===== config.mk =====
export PLATFORM = sky130hd
export DESIGN_NAME = parallax_engine
export DESIGN_NICKNAME = d
export VERILOG_FILES = /design/src/rtl/scroller_pkg.sv /design/src/rtl/parallax_layer.sv /design/src/rtl/parallax_engine.sv
export SDC_FILE = /design/constraint.sdc
export NUM_CORES = 1
export LEC_CHECK = 0
export BUFFER_PORTS_ARGS = -buffer_cell sky130_fd_sc_hd__buf_2
export CAP_MARGIN = 40
export CORE_UTILIZATION = 55
export CTS_CLUSTER_SIZE = 20
export DETAILED_ROUTE_END_ITERATION = 8
export PLACE_DENSITY = 0.81
export SYNTH_ARGS = -nofsm -noshare
export SYNTH_HDL_FRONTEND = slang
export SYNTH_SLANG_ARGS = --single-unit

===== constraint.sdc =====
create_clock -name clk -period 2.9 [get_ports clk]
set_input_delay 0 -clock clk [delete_from_list [all_inputs] [get_ports clk]]
set_output_delay 0 -clock clk [all_outputs]
set_load 0.02 [all_outputs]

===== src/rtl/scroller_pkg.sv =====
// Shared palette and LFSR step helpers for the parallax skyline scroller.
package scroller_pkg;

    localparam logic [8:0] LAYER0_BODY   = 9'b110_110_101;
    localparam logic [8:0] LAYER0_BORDER = 9'b011_011_110;
    localparam logic [8:0] SKY           = 9'b010_010_011;

    // Entry 0 is the front-layer body; deeper layers fade towards the sky tone.
    localparam logic [8:0] LAYER_COLOR [0:7] = '{
        9'b110_110_101,
        9'b010_010_100,
        9'b010_011_100,
        9'b010_011_011,
        9'b011_011_011,
        9'b011_011_011,
        9'b011_011_011,
        9'b011_011_011
    };

    function automatic logic [8:0] layer_color(input int unsigned k);
        if (k < 8) return LAYER_COLOR[k[2:0]];
        return SKY;
    endfunction

    // Forward step: shift left, feedback from bit w-1 and bit tap into bit 0.
    function automatic logic [31:0] lfsr_fwd(input logic [31:0] s, input int w, input int tap);
        logic [31:0] mask;
        mask = (32'h1 << w) - 32'h1;
        return ((s << 1) & mask) | {31'b0, s[w-1] ^ s[tap]};
    endfunction

    // Exact inverse of lfsr_fwd: bit w-1 recovers the shifted-out bit.
    function automatic logic [31:0] lfsr_bwd(input logic [31:0] n, input int w, input int tap);
        return (n >> 1) | ({31'b0, n[0] ^ n[tap+1]} << (w - 1));
    endfunction

endpackage


===== src/rtl/parallax_layer.sv =====
// One building layer: base/working LFSR and phase, line cutoff and hit flag.
import scroller_pkg::*;

module parallax_layer #(
    parameter int LAYER    = 0,
    parameter int LFSR_W   = 9,
    parameter int TAP_B    = 4,
    parameter int HEIGHT_W = 4,
    parameter int COL_LOG2 = 3,
    parameter int ROW_LOG2 = 4,
    parameter int TOP      = 112
) (
    input  logic       clk,
    input  logic       rst,
    input  logic       visible,
    input  logic       line_start,
    input  logic       advance,
    input  logic       dir,
    input  logic [9:0] vpos,
    output logic       hit,
    output logic       border
);

    localparam int PW = COL_LOG2 - LAYER;
    // A zero-width phase is kept as one constant bit that wraps every pixel.
    localparam int PR = (PW > 0) ? PW : 1;
    localparam int RS = ROW_LOG2 - LAYER;
    localparam logic [PR-1:0] PH_MAX = (PW > 0) ? {PR{1'b1}} : {PR{1'b0}};
    localparam logic [9:0] TOP_V = 10'(TOP);
    localparam logic [9:0] CUT_LIMIT = 10'(1 << HEIGHT_W);
    localparam logic [HEIGHT_W:0] CUT_MAX = {1'b1, {HEIGHT_W{1'b0}}};

    logic [LFSR_W-1:0]   base_lfsr, work_lfsr;
    logic [PR-1:0]       base_phase, work_phase;
    logic [HEIGHT_W:0]   cutoff, cutoff_next;
    logic [ROW_LOG2-1:0] row_lo;
    logic [9:0]          diff, shifted;

    // Height-step cutoff for the line being started, saturated at 2^HEIGHT_W.
    always_comb begin
        diff        = vpos - TOP_V;
        shifted     = diff >> RS;
        cutoff_next = '0;
        if (vpos < TOP_V)
            cutoff_next = '0;
        else if (shifted >= CUT_LIMIT)
            cutoff_next = CUT_MAX;
        else
            cutoff_next = shifted[HEIGHT_W:0];
    end

    // Base position: one pixel forward or backward per enabled frame.
    always_ff @(posedge clk) begin
        if (rst) begin
            base_lfsr  <= '1;
            base_phase <= PH_MAX;
        end else if (advance) begin
            if (!dir) begin
                if (base_phase == PH_MAX) begin
                    base_phase <= '0;
                    base_lfsr  <= LFSR_W'(lfsr_fwd(32'(base_lfsr), LFSR_W, TAP_B));
                end else begin
                    base_phase <= base_phase + 1'b1;
                end
            end else begin
                if (base_phase == '0) begin
                    base_phase <= PH_MAX;
                    base_lfsr  <= LFSR_W'(lfsr_bwd(32'(base_lfsr), LFSR_W, TAP_B));
                end else begin
                    base_phase <= base_phase - 1'b1;
                end
            end
        end
    end

    // Working position: reload from base on line_start, walk one pixel per visible cycle.
    always_ff @(posedge clk) begin
        if (rst) begin
            work_lfsr  <= '1;
            work_phase <= PH_MAX;
        end else if (line_start) begin
            work_lfsr  <= base_lfsr;
            work_phase <= base_phase;
        end else if (visible) begin
            if (work_phase == PH_MAX) begin
                work_phase <= '0;
                work_lfsr  <= LFSR_W'(lfsr_fwd(32'(work_lfsr), LFSR_W, TAP_B));
            end else begin
                work_phase <= work_phase + 1'b1;
            end
        end
    end

    // Per-line cutoff and row offset within the current height step.
    always_ff @(posedge clk) begin
        if (rst) begin
            cutoff <= '0;
            row_lo <= '0;
        end else if (line_start) begin
            cutoff <= cutoff_next;
            row_lo <= diff[ROW_LOG2-1:0];
        end
    end

    assign hit    = {1'b0, work_lfsr[HEIGHT_W-1:0]} < cutoff;
    // Only the front layer draws an outline around its buildings.
    assign border = (LAYER == 0) &&
                    ((work_phase == '0) || (work_phase == PR'(1)) ||
                     (row_lo == '0) || (row_lo == '1));

endmodule


===== src/rtl/parallax_engine.sv =====
// N-layer parallax skyline pixel generator: frame scroll control, priority select, output registers.
import scroller_pkg::*;

module parallax_engine #(
    parameter int NUM_LAYERS = 4,
    parameter int LFSR_W     = 9,
    parameter int TAP_B      = 4,
    parameter int HEIGHT_W   = 4,
    parameter int COL_LOG2   = 3,
    parameter int ROW_LOG2   = 4,
    parameter int TOP_Y      = 112,
    parameter int TOP_STEP   = 64
) (
    input  logic                                clk,
    input  logic                                rst,
    input  logic                                visible,
    input  logic                                line_start,
    input  logic                                frame_start,
    input  logic [9:0]                          vpos,
    input  logic                                pause,
    input  logic                                dir,
    output logic [8:0]                          rgb,
    output logic [$clog2(NUM_LAYERS+1)-1:0]     layer_id
);

    localparam int ID_W = $clog2(NUM_LAYERS + 1);

    logic [NUM_LAYERS-1:0] frame_cnt;
    logic [NUM_LAYERS-1:0] advance;
    logic [NUM_LAYERS-1:0] hit;
    logic [NUM_LAYERS-1:0] border;
    logic [8:0]            sel_rgb;
    logic [ID_W-1:0]       sel_id;
    logic                  found;

    // Frame counter paces the deeper layers; paused frames do not count.
    always_ff @(posedge clk) begin
        if (rst)
            frame_cnt <= '0;
        else if (frame_start && !pause)
            frame_cnt <= frame_cnt + 1'b1;
    end

    for (genvar k = 0; k < NUM_LAYERS; k++) begin : g_layer
        localparam logic [NUM_LAYERS-1:0] LOW_MASK = NUM_LAYERS'((1 << k) - 1);

        assign advance[k] = frame_start && !pause && ((frame_cnt & LOW_MASK) == '0);

        parallax_layer #(
            .LAYER    (k),
            .LFSR_W   (LFSR_W),
            .TAP_B    (TAP_B),
            .HEIGHT_W (HEIGHT_W),
            .COL_LOG2 (COL_LOG2),
            .ROW_LOG2 (ROW_LOG2),
            .TOP      (TOP_Y + k * TOP_STEP)
        ) u_layer (
            .clk        (clk),
            .rst        (rst),
            .visible    (visible),
            .line_start (line_start),
            .advance    (advance[k]),
            .dir        (dir),
            .vpos       (vpos),
            .hit        (hit[k]),
            .border     (border[k])
        );
    end

    // Frontmost hitting layer wins; otherwise sky.
    always_comb begin
        sel_rgb = SKY;
        sel_id  = ID_W'(NUM_LAYERS);
        found   = 1'b0;
        for (int unsigned i = 0; i < NUM_LAYERS; i++) begin
            if (!found && hit[i]) begin
                found   = 1'b1;
                sel_id  = ID_W'(i);
                sel_rgb = border[i] ? LAYER0_BORDER : layer_color(i);
            end
        end
    end

    // Registered pixel output, blanked outside the active area.
    always_ff @(posedge clk) begin
        if (rst || !visible) begin
            rgb      <= '0;
            layer_id <= ID_W'(NUM_LAYERS);
        end else begin
            rgb      <= sel_rgb;
            layer_id <= sel_id;
        end
    end

endmodule


Word level (Yosys, flattened, before mapping) --
Index checks and enable logic that the tools add are counted.
Storage, ports and cells: register bits after elaboration 126, latch bits 0, RAM bits 0, memory bits (read-only) 0, bits of input ports 17, output and inout bits 12, logic and storage cells 202, memories 0
Cells by class: add/sub/neg operators 17, $mul 0, div/mod/pow operators 0, $lt $le $gt $ge 12, equality and inequality tests 10, shift operators 0, mux-type cells 76, bitwise operators 25, reduce and logical (&&, ||, !) cells 38
Operators with widths (count):
- $mux 9 | 30
- $or 9x1->9 | 8
- $mux 5 | 8
- $or 8x9->9 | 4
- $mux 3 | 11
- $lt 10x8->1 const B | 2
- $lt 4x5->1 | 4
- $sub 10x8->10 const B | 2
- $mux 1 | 19
- $logic_not 4->1 | 4
- $reduce_bool 2->1 | 7
- $mux 2 | 6
- $xor 1x1->1 | 12
- $lt 10x7->1 const B | 1
- $lt 10x9->1 const B | 1
- $reduce_and 2->1 | 5
- $sub 10x7->10 const B | 1
- $sub 10x9->10 const B | 1
- $ge 9x5->1 const B | 1
- $reduce_and 3->1 | 3
- $ge 8x5->1 const B | 1
- $mux 4 | 2
- $ge 7x5->1 const B | 1
- $logic_and 1x1->1 | 7
- 19 further kinds | 37

Longest topological paths before layout --
word-level depth 13, mapped depth 8, gate-level depth less buffers 7

By module --
Synthesis repeated with hierarchy kept, for this count alone.
Unflattened totals: cell total of the unflattened synthesis 691, area total of the unflattened synthesis 6294.8 um^2
By module, submodules not included:
- parallax_layer (g_layer[0].u_layer) | instances 1, cells each 189, area an instance 1778.0 um^2, seq. area each 660.6 um^2
- parallax_layer (g_layer[1].u_layer) | instances 1, cells each 161, area an instance 1428.9 um^2, seq. area each 540.5 um^2
- parallax_layer (g_layer[2].u_layer) | instances 1, cells each 158, area an instance 1325.0 um^2, seq. area each 500.5 um^2
- parallax_layer (g_layer[3].u_layer) | instances 1, cells each 120, area an instance 1188.6 um^2, seq. area each 460.4 um^2
- parallax_engine | instances 1, cells each 63, area an instance 574.3 um^2, seq. area each 280.3 um^2

Worst setup path before layout --
No wires, ideal clock.
path type register -> register, start point register g_layer[0].u_layer.base_phase[0], end point register g_layer[0].u_layer.base_lfsr[7], library setup time 120 ps, arrival time 1615 ps, required time 2780 ps, setup slack 1165 ps, cell stages (with the launch flop) 8, buffers on the path 1, period minus slack after synthesis 1735 ps, cells stage by stage dfxtp_1 ha_1 ha_1 nor2b_1 o21ai_2 buf_2 nor2_1 a211o_1
Between the ends: longest elaborated chain between the ends 3, elaborated cells between the ends (all ways) 5, classes of those cells eq/ne (2); reduce/logical (3)
Ends and longest elaborated chain:
- start: declaration | RTL line parallax_layer.sv:34 | logic [PR-1:0] base_phase, work_phase;
- start signal: assignment | RTL line parallax_layer.sv:63 | base_phase <= base_phase + 1'b1;
- start signal: assignment | RTL line parallax_layer.sv:70 | base_phase <= base_phase - 1'b1;
- $logic_not 3->1 / $eq 3x3->1 (equally long branches) | RTL line parallax_layer.sv:66, parallax_layer.sv:59
- $ne 2x1->1 (no line) / $reduce_bool 2->1 (equally long branches)
- $reduce_and 3->1 (no line) *
- end signal: assignment | RTL line parallax_layer.sv:61 | base_lfsr <= LFSR_W'(lfsr_fwd(32'(base_lfsr), LFSR_W, TAP_B));
- end signal: assignment | RTL line parallax_layer.sv:68 | base_lfsr <= LFSR_W'(lfsr_bwd(32'(base_lfsr), LFSR_W, TAP_B));
- end: declaration | RTL line parallax_layer.sv:33 | logic [LFSR_W-1:0] base_lfsr, work_lfsr;
Mark *: on every way between the ends. The rest lies on a longest branch, timed or not. A chain may end at the register's enable or synchronous reset.

Final worst setup path --
start point register g_layer[0].u_layer.base_phase[0], end point register g_layer[0].u_layer.base_lfsr[5]
The elaborated chain is that of the path after synthesis.

==> metrics.md <==
| Metric | Value |
|---|---|
| DRC Markers | 0 |
| Via count | 4802 |
| Clock transition at path regs | 50 ps |
| Crit. Startpoint | g_layer[0].u_layer.base_phase[0]$_SDFFE_PP1P_ |
| Row cnt | 38 |
| Avg Cell Area, Syn | 9.263 um2 |
| Chip Width | 108.6 um |
| Critical Path End Type | register |
| IO Count | 29 |
| Port Buffers | 28 |
| Synth Instances | 675 |
| Slew Viols, Final | 0 |
| Post-route clock skew | 8.445 ps |
| Largest net degree at the start of global routing | 61 |
| Filler Cell Count | 854 |
| Post-Syn Nets | 721 |
| Ys async rst share | 0% |
| Hold Buf Count CTS | 7 |
| Final Instance Area | 7005 um2 |
| Tot GR Track Use | 23.07% |
| CP Data Arrival Time | 2400 ps |
| Number of synthesized flops with an enable pin | 0 |
| Net Sw Frac | 23.93% |
| Worst Max-Slew Pin Slew | 725.3 ps |
| Pleak | 2.909 nW |
| Final hold vios | 0 |
| Register area share after synthesis | 38.74% |
| Total power | 0.004331 W |
| Worst R2R Start | g_layer[0].u_layer.base_phase[0]$_SDFFE_PP1P_ |
| Mapped Area | 6252 um2 |
| Count of different cell masters after synthesis | 55 |
| Tcrit/Tclk final | 72.73% |
| NetSw | 0.001036 W |
| Post-layout util | 64.06% |
| Die height | 108.6 um |
| H-tree levels | 4 |
| Core area | 10940 um2 |
| Crit path kind | register to register |
| Initial Util | 57.17% |
| Total gr overflow | 0 |
| Layout cells sized above 1 | 14.06% |
| Max-cap violations | 0 |
| Root Driver | clkbuf_16 |
| Clock buffer depth | 2 |
| Post-DRT Antenna Nets | 0 |
| Synth warnings | 0 |
| Clk pwr share | 46.1% |
| Area Growth Syn to Fin | 12.05% |
| Comb pwr share | 11.6% |
| DR vias/cell | 5.737 |
| Yosys top cell area share | 38.74% |
| Flop pwr share | 42.2% |
| Worst-skew pair later-pin latency | 410 ps |
| Max-Slew Margin vs Limit | 51.64% |
| Fmax | 474.1 MHz |
| # resized after CTS | 0 |
| TritonCTS clock tree | yes |
| Total wire length | 12760 um |
| RSZ-0062 raised after global routing | no |
| Placer congestion estimate | 0.8967 |
| Num CTS Buffers | 17 |
| Flops & latches, synth | 121 |
| # clock sinks | 121 |
| Prevailing post-synth register cell | dfxtp_1 |
| Crit path max fanout | 18 |
| FF-to-FF setup slack | 790 ps |
| Placed wire-length estimate | 8426 um |
| Top post-synthesis cells by area | dfxtp_1 (39%), mux2i_1 (11%), a211o_1 (6.2%) |
| Required @ worst endpoint | 3190 ps |
| Element type at the critical path start | register |
| Hold path startpoint | vpos[6] |
| Ant. Diodes | 0 |
| Drt first pass iters | 4 |
| Final Setup Violations | 0 |
| Vias in the first global route | 4639 |
| First-pass GRT wire length | 21290 um |
| P_int | 0.003295 W |
| Layout net count | 734 |
| Status | finished clean |
| Max IR drop VDD | 0.0004478 V |
| Initial antenna violation count | 0 |
| Placed inst area | 6371 um2 |
| Power Dens Cells | 618.3 nW/um2 |
| Yosys top cell by area | dfxtp_1 |
| Fin crit period | 2109 ps |
| WL per Instance | 15.24 um |
| Hold crit path type | input pin to register |
| DRC marker count from the first detailed-route iteration | 295 |
| Fin Setup TNS | 0 ps |
| Post-CTS Setup Inserts | 0 |
| Die area | 11800 um2 |
Yosys cell counts, types with 16 or more instances:
cell	n
clkbuf_1	16
a211o_1	44
o21ai_0	20
dfxtp_1	121
nand2_1	30
nor2_1	74
mux2i_1	66
nand2b_1	54
inv_1	30
buf_2	21
mux2_2	27
ha_1	29
a21oi_1	31
state kept, by name, summed over array words and instances, names as in the netlist:
name                        cells
g_layer.u_layer.base_lfsr      36
g_layer.u_layer.work_phase      6
g_layer.u_layer.work_lfsr      36
g_layer.u_layer.row_lo          4
g_layer.u_layer.cutoff         20
layer_id                        3
frame_cnt                       3
rgb                             7
g_layer.u_layer.base_phase      6
cell families (layout without fill, tap and decap cells):
family / after synthesis / in the layout / synth area share, %
DFF: 121 / 121 / 38.74
adders and majority gates: 29 / 29 / 5.804
xor gates and xnor gates: 16 / 16 / 2.241
and+or+nand+nor: 202 / 202 / 16.53
muxes: 93 / 93 / 15.43
AOI/OAI and AO/OA: 139 / 139 / 15.79
buffers and inverters: 75 / 97 / 5.463
critical path: stages, from the launching register on:
cell and delay (ps):
dfxtp_1 360, ha_1 250, ha_1 200, nor2b_1 150, o21ai_2 610, nor2_1 130, a211o_1 290
cell usage in the layout, fill, tap and decap left out, types with 4 or more instances in the layout:
| cell type | synthesis | routed |
|---|---|---|
| mux2_2 | 27 | 27 |
| buf_2 | 21 | 27 |
| buf_4 | 2 | 5 |
| ha_1 | 29 | 29 |
| a21oi_1 | 31 | 31 |
| dfxtp_1 | 121 | 121 |
| nand3b_1 | 4 | 4 |
| o21ai_0 | 20 | 20 |
| nand3_1 | 4 | 4 |
| nor2_1 | 74 | 74 |
| mux2i_1 | 66 | 66 |
| inv_1 | 30 | 30 |
| nor3b_1 | 5 | 5 |
| o31ai_1 | 7 | 7 |
| xnor2_1 | 12 | 12 |
| a211oi_1 | 9 | 9 |
| nand2_1 | 30 | 30 |
| a21o_1 | 4 | 4 |
| nand2b_1 | 54 | 54 |
| clkbuf_8 | 0 | 7 |
| nor3_1 | 6 | 6 |
| o32ai_1 | 9 | 9 |
| a211o_1 | 44 | 44 |
| clkbuf_16 | 0 | 17 |
| dlygate4sd3_1 | 0 | 7 |
| xor2_1 | 4 | 4 |
per-layer routing:
layer | GRT usage [%] | wire length, um
met2 | 40.10 | 6321
met5 | 0 | 0
met3 | 6.097 | 528
met4 | 10.14 | 318
met1 | 26.53 | 5587
metrics by stage:
stage / cells / worst slack [ps] / hold slack, ps
3_5_place_dp: 802 / 840.1 / 270.8
3_3_place_gp: 802 / 976.8 / 241.5
6_report: 837 / 790.8 / 21.98
2_1_floorplan: 675 / 1165 / 147.2
5_1_grt: 837 / 623.2 / 19.47
4_1_cts: 837 / 789.9 / 4.509
layout make-up:
type	count	area, um2	share of cell area, %
clock buffer	26	529.3	7.555
clock inverter	2	35.03	0.5001
inverter	30	112.6	1.607
multi-input combinational	479	3488	49.79
sequential	121	2422	34.58
tap	140	175.2	2.500
timing repair buffer	39	242.7	3.465
worst paths after layout:
check / end / cells after the start
max: g_layer[0].u_layer.base_lfsr[5]$_SDFFE_PP1P_ / 6
min: g_layer[0].u_layer.cutoff[3]$_SDFFE_PP0P_ / 3
max reg2reg: g_layer[0].u_layer.base_lfsr[5]$_SDFFE_PP1P_ / 6
min reg2reg: frame_cnt[1]$_SDFFE_PP0P_ / 2
power by group through the flow:
stage	logic [W]	clock network [W]	registers, W
2_1_floorplan	0.000395	0	0.00185
3_3_place_gp	0.000469	0	0.00186
3_5_place_dp	0.000490	0	0.00186
4_1_cts	0.000505	0.00204	0.00183
5_1_grt	0.000561	0.00210	0.00184
6_report	0.000504	0.00200	0.00183
Note: power is estimated with default switching activity, not from simulation.
